File: src/rtl/uart_pkg.sv
// -----------------------------------------------------------------------------
// uart_pkg
//
// Shared constants for the UART receive path.
//   BYTE_W             : width of one UART character on the parallel side.
//   DEFAULT_DEPTH_LOG2 : default log2 depth of the receive buffer.
//
// depth_of() turns a log2 depth into an entry count. It is used wherever a
// full-scale count value has to be formed at the count register's width.
// -----------------------------------------------------------------------------
package uart_pkg;

    localparam int BYTE_W             = 8;
    localparam int DEFAULT_DEPTH_LOG2 = 4;

    function automatic int depth_of(input int depth_log2);
        return 1 << depth_log2;
    endfunction

endpackage

File: src/rtl/uart_byte_fifo_mem.sv
// -----------------------------------------------------------------------------
// uart_byte_fifo_mem
//
// Simple dual-port register array: one synchronous write port and one
// asynchronous (combinational) read port. It holds no pointer or flag state,
// so it can be swapped for an SRAM macro without touching the control logic.
// The contents are never reset.
//
// Parameters
//   ADDR_W : address width; the array holds 2**ADDR_W words.
//   DATA_W : word width.
//
// Ports
//   clk   in   clock
//   we    in   write enable, sampled on the rising edge
//   waddr in   write address
//   wdata in   write data
//   raddr in   read address
//   rdata out  word stored at raddr (combinational)
// -----------------------------------------------------------------------------
module uart_byte_fifo_mem #(
    parameter int ADDR_W = 4,
    parameter int DATA_W = 8
) (
    input  logic              clk,
    input  logic              we,
    input  logic [ADDR_W-1:0] waddr,
    input  logic [DATA_W-1:0] wdata,
    input  logic [ADDR_W-1:0] raddr,
    output logic [DATA_W-1:0] rdata
);

    localparam int WORDS = 1 << ADDR_W;

    logic [DATA_W-1:0] mem [WORDS];

    always_ff @(posedge clk) begin
        if (we) begin
            mem[waddr] <= wdata;
        end
    end

    assign rdata = mem[raddr];

endmodule

File: src/rtl/uart_rx_buffer.sv
// -----------------------------------------------------------------------------
// uart_rx_buffer
//
// Receive-side byte FIFO between the UART receiver and the bus interface.
// Each byte strobed in with rxDataAvailable is stored in a circular buffer.
// The oldest byte is presented on readData and popped with readAck. Fill
// level, a sticky overflow flag and a threshold interrupt are reported.
//
// Parameters
//   DEPTH_LOG2 : buffer holds 2**DEPTH_LOG2 bytes (legal range 1..8).
//
// Ports
//   clk             in   clock
//   rst             in   synchronous reset, active-high
//   rxData          in   received byte, sampled when rxDataAvailable is high
//   rxDataAvailable in   single-cycle strobe marking a new byte
//   readData        out  oldest stored byte (valid while dataReady is high)
//   dataReady       out  buffer not empty
//   readAck         in   pop the head entry this cycle
//   count           out  number of stored bytes, 0..2**DEPTH_LOG2
//   full            out  count equals the depth
//   overflow        out  sticky, set when a byte is dropped
//   clearOverflow   in   clears overflow (a same-cycle drop wins)
//   flush           in   empties the buffer, overrides push/pop
//   irqThreshold    in   interrupt level, 0 disables the interrupt
//   irq             out  irqThreshold != 0 && count >= irqThreshold
// -----------------------------------------------------------------------------
module uart_rx_buffer
    import uart_pkg::*;
#(
    parameter int DEPTH_LOG2 = DEFAULT_DEPTH_LOG2
) (
    input  logic                  clk,
    input  logic                  rst,
    input  logic [BYTE_W-1:0]     rxData,
    input  logic                  rxDataAvailable,
    output logic [BYTE_W-1:0]     readData,
    output logic                  dataReady,
    input  logic                  readAck,
    output logic [DEPTH_LOG2:0]   count,
    output logic                  full,
    output logic                  overflow,
    input  logic                  clearOverflow,
    input  logic                  flush,
    input  logic [DEPTH_LOG2:0]   irqThreshold,
    output logic                  irq
);

    localparam logic [DEPTH_LOG2:0] DEPTH = (DEPTH_LOG2 + 1)'(depth_of(DEPTH_LOG2));

    logic [DEPTH_LOG2-1:0] wr_ptr;
    logic [DEPTH_LOG2-1:0] rd_ptr;
    logic [DEPTH_LOG2:0]   count_q;
    logic                  overflow_q;

    logic push;
    logic pop;
    logic drop;
    logic mem_we;

    // Flag decodes straight from the registered count.
    assign full      = (count_q == DEPTH);
    assign dataReady = (count_q != '0);
    assign count     = count_q;
    assign overflow  = overflow_q;
    assign irq       = (irqThreshold != '0) && (count_q >= irqThreshold);

    // A pop in the same cycle frees a slot, so a full buffer still accepts
    // the incoming byte when readAck is high. Full implies non-empty, so in
    // that case pop is guaranteed to fire alongside push.
    assign push = rxDataAvailable && (!full || readAck);
    assign pop  = readAck && dataReady;
    assign drop = rxDataAvailable && full && !readAck;

    // The array is never written on a flush or reset cycle; the byte would be
    // discarded by the pointer clear anyway.
    assign mem_we = push && !flush && !rst;

    uart_byte_fifo_mem #(
        .ADDR_W (DEPTH_LOG2),
        .DATA_W (BYTE_W)
    ) u_mem (
        .clk   (clk),
        .we    (mem_we),
        .waddr (wr_ptr),
        .wdata (rxData),
        .raddr (rd_ptr),
        .rdata (readData)
    );

    // Pointers wrap naturally at the depth since they are exactly
    // DEPTH_LOG2 bits wide; count carries the extra bit that separates
    // full from empty.
    always_ff @(posedge clk) begin
        if (rst || flush) begin
            wr_ptr     <= '0;
            rd_ptr     <= '0;
            count_q    <= '0;
            overflow_q <= 1'b0;
        end else begin
            if (push) begin
                wr_ptr <= wr_ptr + 1'b1;
            end
            if (pop) begin
                rd_ptr <= rd_ptr + 1'b1;
            end

            case ({push, pop})
                2'b10:   count_q <= count_q + 1'b1;
                2'b01:   count_q <= count_q - 1'b1;
                default: count_q <= count_q;
            endcase

            // Set has priority over clear so a drop is never hidden.
            if (drop) begin
                overflow_q <= 1'b1;
            end else if (clearOverflow) begin
                overflow_q <= 1'b0;
            end
        end
    end

endmodule

File: config.mk
export PLATFORM = sky130hd
export DESIGN_NAME = uart_rx_buffer
export DESIGN_NICKNAME = d
export VERILOG_FILES = /design/src/rtl/uart_pkg.sv /design/src/rtl/uart_byte_fifo_mem.sv /design/src/rtl/uart_rx_buffer.sv
export SDC_FILE = /design/constraint.sdc
export NUM_CORES = 1
export LEC_CHECK = 0
export ABC_AREA = 0
export BUFFER_PORTS_ARGS = -buffer_cell sky130_fd_sc_hd__buf_4
export CORE_MARGIN = 2
export CORE_UTILIZATION = 54
export CTS_BUF_LIST = sky130_fd_sc_hd__clkbuf_4
export DETAILED_ROUTE_END_ITERATION = 7
export PLACE_DENSITY = 0.69
export SLEW_MARGIN = 20
export SYNTH_ARGS = -nofsm -noshare
export SYNTH_HDL_FRONTEND = slang
export SYNTH_SLANG_ARGS = --single-unit
File: constraint.sdc
create_clock -name clk -period 4.3 [get_ports clk]
set_input_delay 1.075 -clock clk [delete_from_list [all_inputs] [get_ports clk]]
set_output_delay 1.075 -clock clk [all_outputs]
set_load 0.005 [all_outputs]
==> results of run 1 <==
==> layer usage <==
metal	global-route usage (%)	up-vias
met2	32.5	116
li1	-	1472
met4	6.42	0
met5	0	-
met3	5.04	14
met1	28.3	1645
==> stage by stage <==
step	util, %	instances	area [um2]	power (mW)	setup slack, ps
3_3_place_gp	59.7	519	6470	1.70	1060
2_1_floorplan	-	346	5990	1.65	1170
3_5_place_dp	59.7	519	6470	1.70	1000
4_1_cts	62.4	551	6760	2.58	1000
5_1_grt	62.4	551	6760	2.64	857
6_report	62.4	551	6760	2.56	1030
==> synth_stat cells, types with 2 or more instances <==
cell type  count
edfxtp_1     128
mux4_2        32
nor2_1        29
dfxtp_1       18
a22oi_1       16
nand2_1       15
ha_1          13
inv_1         10
a21oi_1        8
clkbuf_1       7
nand3_1        7
nor2b_1        5
or3_1          5
nand2b_1       4
o211ai_1       4
o21ai_0        4
xor2_1         4
buf_1          3
buf_2          3
mux2i_1        3
nor3_1         3
a211o_1        2
and2_1         2
buf_6          2
o22ai_1        2
or4_1          2
xnor2_1        2
==> power groups by stage <==
stage | logic [mW] | clock network [mW] | registers, mW
after floorplan | 0.0707 | 0 | 1.58
final | 0.121 | 0.892 | 1.55
after detailed placement | 0.123 | 0 | 1.58
after global placement | 0.119 | 0 | 1.58
after CTS | 0.123 | 0.907 | 1.55
after global routing | 0.136 | 0.957 | 1.55
==> final timing paths <==
| path | cells past startpoint | start | slack [ps] | endpoint |
|---|---|---|---|---|
| worst max-delay path | 5 | flop | 1030 | readData[5] |
| worst min-delay path | 2 | rd_ptr[3]$_SDFFE_PP0P_ | 510 | rd_ptr[3]$_SDFFE_PP0P_ |
| worst min register to register | 2 | rd_ptr[3]$_SDFFE_PP0P_ | 510 | rd_ptr[3]$_SDFFE_PP0P_ |
| worst max register to register | 10 | count[1]$_SDFFE_PP0P_ | 1040 | count[4]$_SDFFE_PP0P_ |
==> area by class of cell <==
type                    instances  area, um2  share of cell area, %
clock buffers                  19        143                   2.11
repair buffers                 49        380                   5.62
clock inverters                13        153                   2.26
well taps                     140        175                   2.59
flip-flops and latches        146       4210                   62.2
multi-input cells             174       1670                   24.7
inverters                      10       37.5                  0.555
==> cells by family after synthesis <==
| logic type | share of synthesized area [%] |
|---|---|
| mux | 12.8 |
| compound gates | 4.78 |
| flops | 70.2 |
| fa+ha+maj | 2.72 |
| xor+xnor | 0.877 |
| simple gates | 6.70 |
| buf+inv | 1.96 |
==> flip-flops by register name (all words and copies together), names as in the netlist, named ones only <==
| register | cells |
|---|---|
| rd_ptr | 4 |
| u_mem.mem | 128 |
| wr_ptr | 4 |
| overflow | 1 |
| count | 5 |
==> worst max-delay path: cells and delay by family, from the launching register on <==
family	cells	cell delay, ps
DFF	1	350
buffers and inverters	2	400
AOI/OAI and AO/OA	1	230
and+or+nand+nor	1	120
muxes	1	550
==> reports/qor.csv, run 1 <==
metric;value;unit
fin_hold_ws;510;ps
required;3220;ps
drt_iter0_markers;289;
clock.fmax;306;MHz
fill_cells;808;
relSlewSlack;31.7;%
synth_top_area_share;64.2;%
switching_share;21.2;%
synth-seq-cells;146;
postCtsSetupBuffers;0;
gp_congestion;0.782;
grt_usage;20.5;%
p_clk_share;34.8;%
power.density;379;mW/mm2
path_max_fanout;32;
worst_pin_slew;1020;ps
p_switching;0.543;mW
grt_pass1_wl;17.5;mm
synth.distinct_cells;40;
core;0.0108;mm2
clk_latency;510;ps
drive_gt1_share;29.4;%
viasPerCell;5.89;
synth_enable_flop_cells;128;
io-pin-count;36;
crit_slowest_cell;mux4_2;
ys_dominant_reg_cell;edfxtp_1;
drc;0;
drtPass1Iterations;4;
synth_area;0.00599;mm2
diodes;0;
maxSlewViolCount;0;
die_h;109;um
start_util;55.3;%
die_area;0.0120;mm2
wl_met1;4.91;mm
cts_root_buf;clkbuf_4;
wl;11.4;mm
avgSynthCellArea;17.3;um2
htree_levels;4;
seqPwrFrac;60.5;%
io_buffers;35;
rsz0062_at_grt;no;
synthTopCellsByArea;edfxtp_1, mux4_2, dfxtp_1;
nets;430;
cp.arrival;2190;ps
cp-start-kind;flop;
ys_seq_area_share;70.2;%
synth_top_cell_by_area;edfxtp_1;
yosysWarnings;0;
crit_type;reg2out;
internal-power;2.02;mW
numCtsBuffers;17;
dp_hpwl;7.49;mm
via_count;3247;
detail_route.wl_per_cell;20.7;um
grt_max_degree;33;
antenna_found_initial;0;
status;finished, final reports clean;
power.leakage;2.30;nW
cp_slowest_stage_delay;550;ps
clk_pin_slew;120;ps
cts_resized;0;
fp-row-count;38;
cts_tree;built;
cts.sinks;146;
crit_chain;buf_12 > mux4_2 > a22oi_1 > nand2_1 > buf_4;
hold_buffers;0;
maxCapViolCount;0;
area_growth;12.9;%
synth_fp_nets;378;
grt_overflow;0;
dieWidth;109;um
hold_path_class;reg2reg;
skew;16.1;ps
crit_path_end_kind;output pin;
min_period_over_period;76.0;%
ant_nets;0;
synth_cells;346;
clock_path_buffers;2;
grt_pass1_vias;3222;
mostFrequentLayoutCells;edfxtp_1, buf_4, mux4_2;
wl_met2;5.60;mm
final_common_cell;edfxtp_1;
async_flop_share;0;%
top_layer_used;met4;
timing.setup.tns;0;ps
setup_viol;0;
period_needed;3270;ps
wl_met3;709;um
ir_drop;0.211;mV
combPwrFrac;4.7;%
final_hold_viol_count;0;
(Power assumes the default switching activity.)
==> inputs of run 2 (changes only) <==
- ABC_AREA: 0 -> 1
- PLACE_DENSITY: 0.69 -> 0.72
- clock period: 4.3 -> 3 ns (I/O delays scaled with it)
==> reports/qor.csv, run 2 <==
metric;value;unit;change
min_period_over_period;91.9;%;
synth_fp_nets;607;;+61%
ir_drop;0.300;mV;+42%
synth.distinct_cells;25;;-38%
drive_gt1_share;15.9;%;-14 points
crit_chain;buf_12 > nand2_1 > o211ai_1 > nand3_1 > nand3_1 > nand2_1 > buf_4;;
maxCapViolCount;0;;unchanged
ys_dominant_reg_cell;edfxtp_1;;
dp_hpwl;8.35;mm;+12%
gp_congestion;0.799;;+2.3%
wl;13.2;mm;+15%
grt_usage;21.4;%;+0.93 points
fill_cells;887;;+9.8%
worst_pin_slew;764;ps;-257 ps
area_growth;11.8;%;
crit_path_end_kind;output pin;;
drc;0;;unchanged
r2r_slack;720;ps;-320 ps
hold_path.startpoint;clearOverflow;;
period_needed;2760;ps;
cts_root_buf;clkbuf_4;;
synth.most_common_cell;edfxtp_1;;
htree_levels;4;;unchanged
nets;656;;+53%
die_area;0.0127;mm2;+6.4%
hold_depth;4;;+2
ys_seq_area_share;65.8;%;-4.4 points
synth_area;0.00639;mm2;+6.6%
start_util;55.7;%;+0.44 points
clk_pin_slew;110;ps;about the same
clock.fmax;363;MHz;
synth_top_area_share;60.2;%;-4.0 points
core;0.0115;mm2;+5.8%
avgSynthCellArea;11.1;um2;-36%
numCtsBuffers;17;;unchanged
required;2250;ps;-970 ps
p_clk_share;29.2;%;-5.6 points
power.leakage;2.69;nW;+17%
largest_reg_flops;128;;unchanged
cp_slowest_stage_delay;530;ps;-20 ps
final_hold_viol_count;0;;unchanged
status;finished, final reports clean;;
r2r_start;count[4]$_SDFFE_PP0P_;;
path_max_fanout;38;;+19%
rsz0062_at_grt;no;;
grt_pass1_wl;20.8;mm;+19%
viasPerCell;5.52;;-6.3%
skew;13.4;ps;-2.64 ps
power.density;532;mW/mm2;+40%
yosys-top-cells-count;edfxtp_1, inv_1, nand2_1, nand3_1, a21oi_1;;
finalPower;3.79;mW;+48%
setup_viol;0;;unchanged
cp.arrival;2010;ps;-180 ps
yosysWarnings;0;;unchanged
cts.sinks;146;;unchanged
via_count;4301;;+32%
relSlewSlack;48.9;%;+17 points
detail_route.wl_per_cell;16.9;um;-18%
io-pin-count;36;;unchanged
dpl.cell_count;747;;+44%
drtPass1Iterations;5;;+1
maxSlewViolCount;0;;unchanged
ant_nets;0;;unchanged
synth-seq-cells;146;;unchanged
whs_endpoint;overflow$_SDFFE_PP0P_;;
clk_latency;510;ps;about the same
post_layout_nonfiller_instances;779;;+41%
grt_pass1_vias;4183;;+30%
dieWidth;113;um;+3.1%
synthTopCellsByArea;edfxtp_1, dfxtp_1, inv_1;;
async_flop_share;0;%;unchanged
placed_area;0.00687;mm2;+6.2%
synth_top_cell_by_area;edfxtp_1;;
diodes;0;;unchanged
p_switching;0.931;mW;+71%
antenna_found_initial;0;;unchanged
drt_iter0_markers;410;;+42%
combPwrFrac;11.3;%;+6.6 points
clock_path_buffers;2;;unchanged
synth_cells;575;;+66%
internal-power;2.86;mW;+42%
crit_slowest_cell;dfxtp_4;;
crit_type;reg2out;;
timing.setup.tns;0;ps;unchanged
seqPwrFrac;59.5;%;-1.0 points
hold_path_class;in2reg;;
final_common_cell;edfxtp_1;;
cts_tree;built;;
regMostFlops;u_mem.mem;;
fp-row-count;39;;+2.6%
switching_share;24.5;%;+3.3 points
rr_endpoint;count[4]$_SDFFE_PP0P_;;
rr_worst_depth;17;;+7
synth_enable_flop_cells;128;;unchanged
io_buffers;35;;unchanged
grt_overflow;0;;unchanged
cp-start-kind;flop;;
die_h;113;um;+3.1%
stdcell_area;0.00714;mm2;+5.6%
grt_max_degree;56;;+70%
mostFrequentLayoutCells;edfxtp_1, inv_1, nand2_1;;
run 2: changes by cell type in the layout (fill, tap and decap cells not counted), moves of 6 or more:
cell	delta
inv_1	+83
nand2_1	+60
nand3_1	+56
a21oi_1	+41
o21ai_0	+35
mux4_2	-32
o211ai_1	+18
a22oi_1	-16
o211ai_2	+10
inv_4	-7
nor2_1	-7
clkinv_2	+6
run 2: how the worst max path moves through the flow:
stage	startpoint	to	cells past startpoint	slack, ps
after global placement	irqThreshold[2]	irq	8	540
after global routing	flop	readData[2]	7	90
after detailed placement	readAck	count[4]$_SDFFE_PP0P_	17	430
final	flop	readData[6]	7	240
after floorplan	irqThreshold[4]	irq	6	760
after CTS	flop	readData[2]	7	100
run 2: worst max-delay path, delay by kind of cell, from the launching register on:
family	cells	cell delay (ps)
buffers and inverters	2	360
and+or+nand+nor	4	500
AOI/OAI and AO/OA	1	90
DFF	1	530
run 2: per-stage QoR:
step / utilization [%] / setup slack (ps) / hold slack (ps)
after floorplan: - / 764 / 447
after global placement: 59.9 / 542 / 457
after detailed placement: 59.9 / 426 / 482
after CTS: 62.1 / 102 / 448
after global routing: 62.2 / 94.3 / 475
final: 62.2 / 244 / 478
run 2: area by class of cell:
cell class,instances,area [um2],area share (%)
multi-input combinational,309,1680,23.5
inverter,94,353,4.94
tap,143,179,2.51
clock inverter,14,123,1.72
sequential,146,4210,59.0
timing repair buffer,56,465,6.52
clock buffer,17,128,1.79
run 2: what timing repair did:
action,4_1_cts,5_1_grt
endpoints found under the setup margin,0,5
gates resized for setup,0,1
hold buffers,0,0
endpoints found under the hold margin,0,0
setup buffers,0,1
run 2: cell families (layout without fill, tap and decap cells):
group / after synthesis / count (layout) / share of synthesized area [%]
compound gates: 123 / 123 / 11.7
fa+ha+maj: 13 / 13 / 2.55
simple gates: 168 / 168 / 11.4
xor+xnor: 5 / 5 / 0.686
flops: 146 / 146 / 65.8
buf+inv: 120 / 181 / 7.89
run 2: power by group through the flow:
stage / registers, mW / logic [mW] / clock network [mW]
after floorplan: 2.28 / 0.276 / 0
after global placement: 2.31 / 0.401 / 0
after detailed placement: 2.31 / 0.419 / 0
after CTS: 2.26 / 0.421 / 1.13
after global routing: 2.26 / 0.484 / 1.20
final: 2.26 / 0.429 / 1.11
run 2: layer usage:
layer / vias up / share of wire (%) / global-route usage (%)
met5: - / 0 / 0
met4: 0 / 1.8 / 7.72
met3: 20 / 5.4 / 4.18
met2: 137 / 50 / 36.5
met1: 2052 / 43 / 27.5
li1: 2092 / - / -
==> inputs of run 3 (changes only) <==
- PLACE_DENSITY: 0.72 -> 0.69
- clock period: 3 -> 2.9 ns (I/O delays scaled with it)
==> reports/qor.csv, run 3 (synthesis gave the netlist of run 2 again) <==
metric;value;unit;change
status;finished, final reports clean;;
wl;12.8;mm;-3.1%
crit_chain;buf_12 > a21oi_1 > o21ai_0 > nand3_1 > nand3_1 > nand2_1 > buf_4;;
clock_path_buffers;2;;unchanged
p_clk_share;29.0;%;-0.2 points
final_hold_viol_count;0;;unchanged
cts.sinks;146;;unchanged
seqPwrFrac;59.7;%;+0.2 points
placed_area;0.00689;mm2;+0.33%
viasPerCell;5.44;;-1.5%
via_count;4262;;-0.91%
min_period_over_period;94.4;%;
start_util;55.7;%;unchanged
regMostFlops;u_mem.mem;;
relSlewSlack;57.7;%;+8.8 points
cp.arrival;2010;ps;about the same
clk_latency;560;ps;+50 ps
required;2170;ps;-80 ps
hold_buffers;0;;unchanged
maxCapViolCount;0;;unchanged
final_common_cell;edfxtp_1;;
stdcell_area;0.00716;mm2;+0.26%
setup_viol;0;;unchanged
core;0.0115;mm2;unchanged
io-pin-count;36;;unchanged
grt_max_degree;49;;-13%
timing.setup.tns;0;ps;unchanged
period_needed;2740;ps;
mostFrequentLayoutCells;edfxtp_1, inv_1, nand2_1;;
gp_congestion;0.847;;+6.0%
internal-power;2.92;mW;+1.9%
crit_type;reg2out;;
dp_hpwl;8.30;mm;-0.67%
die_h;113;um;unchanged
drtPass1Iterations;4;;-1
numCtsBuffers;17;;unchanged
area_growth;12.0;%;
nets;660;;+0.61%
cts_tree;built;;
crit_slowest_cell;dfxtp_4;;
skew;21.0;ps;+7.56 ps
fin_util;62.4;%;+0.16 points
drt_iter0_markers;389;;-5.1%
dpl.cell_count;750;;+0.40%
power.leakage;2.71;nW;+0.70%
io_buffers;35;;unchanged
p_switching;0.992;mW;+6.6%
grt_pass1_wl;20.7;mm;-0.33%
largest_reg_flops;128;;unchanged
combPwrFrac;11.3;%;about the same
post_layout_nonfiller_instances;784;;+0.64%
hold_path_class;in2reg;;
drive_gt1_share;16.7;%;+0.81 points
detail_route.wl_per_cell;16.3;um;-3.7%
switching_share;25.4;%;+0.84 points
htree_levels;4;;unchanged
cp_slowest_stage_delay;530;ps;about the same
ir_drop;0.299;mV;-0.21%
cts_root_buf;clkbuf_4;;
cpMostUsedCell;nand3_1;;
grt_pass1_vias;4244;;+1.5%
cp-start-kind;flop;;
fp-row-count;39;;unchanged
path_max_fanout;48;;+26%
clk_pin_slew;120;ps;about the same
power.density;546;mW/mm2;+2.8%
antenna_found_initial;0;;unchanged
grt_overflow;0;;unchanged
fin_hold_ws;416;ps;-62.7 ps
grt_usage;21.4;%;+0.033 points
rsz0062_at_grt;no;;
drc;0;;unchanged
crit_path_end_kind;output pin;;
worst_pin_slew;634;ps;-130 ps
ant_nets;0;;unchanged
die_area;0.0127;mm2;unchanged
maxSlewViolCount;0;;unchanged
dieWidth;113;um;unchanged
diodes;0;;unchanged
clock.fmax;365;MHz;
fill_cells;899;;+1.4%
[run 3: cell types whose count changed in the layout (fill, tap and decap cells not counted), sizes merged]
| cell | previous run | this run |
|---|---|---|
| clkbuf | 17 | 20 |
| buf | 56 | 60 |
| bufinv | 2 | 1 |
| clkinv | 10 | 9 |
[run 3: area by class of cell]
class / instances / area, um2 / area share, %
timing repair buffer: 60 / 492 / 6.87
clock inverter: 12 / 92.6 / 1.29
clock buffer: 20 / 150 / 2.10
inverter: 94 / 353 / 4.93
multi-input combinational: 309 / 1680 / 23.5
tap: 143 / 179 / 2.50
sequential: 146 / 4210 / 58.8
[run 3: power groups by stage]
| stage | registers [mW] | clock network (mW) | logic (mW) |
|---|---|---|---|
| 6_report | 2.33 | 1.14 | 0.443 |
| 5_1_grt | 2.34 | 1.25 | 0.500 |
| 3_5_place_dp | 2.39 | 0 | 0.430 |
| 2_1_floorplan | 2.36 | 0 | 0.285 |
| 3_3_place_gp | 2.39 | 0 | 0.412 |
| 4_1_cts | 2.34 | 1.16 | 0.431 |
[run 3: per-stage QoR]
| stage | setup WS, ps | total power, mW |
|---|---|---|
| finish | 162 | 3.91 |
| global route | 2.51 | 4.09 |
| CTS | 42.3 | 3.93 |
| detailed placement | 391 | 2.82 |
| global placement | 506 | 2.80 |
| floorplan | 714 | 2.65 |
[run 3: layer usage]
metal / vias to the layer above / global-route usage (%) / wire length [um]
met5: - / 0 / 0
met4: 0 / 9.35 / 335
li1: 2094 / - / -
met3: 27 / 5.57 / 551
met1: 2034 / 29.0 / 5750
met2: 107 / 33.1 / 6130
[run 3: critical path, delay by kind of cell, from the launching register on]
family | cells | cell delay, ps
flip-flops | 1 | 530
AND/OR/NAND/NOR | 3 | 370
buffers and inverters | 2 | 410
AO/OA/AOI/OAI | 2 | 150
[run 3: worst paths after layout]
| check | cells after the start | start | endpoint | slack (ps) |
|---|---|---|---|---|
| max reg2reg | 17 | count[4]$_SDFFE_PP0P_ | count[4]$_SDFFE_PP0P_ | 640 |
| max | 7 | flop | readData[2] | 160 |
| min reg2reg | 2 | rd_ptr[2]$_SDFFE_PP0P_ | flop | 480 |
| min | 4 | clearOverflow | overflow$_SDFFE_PP0P_ | 420 |
[run 3: what timing repair did]
item | 4_1_cts | 5_1_grt
endpoints found under the setup margin | 2 | 8
pin swaps | 0 | 0
buffers inserted | 0 | 2
resized for setup | 1 | 0
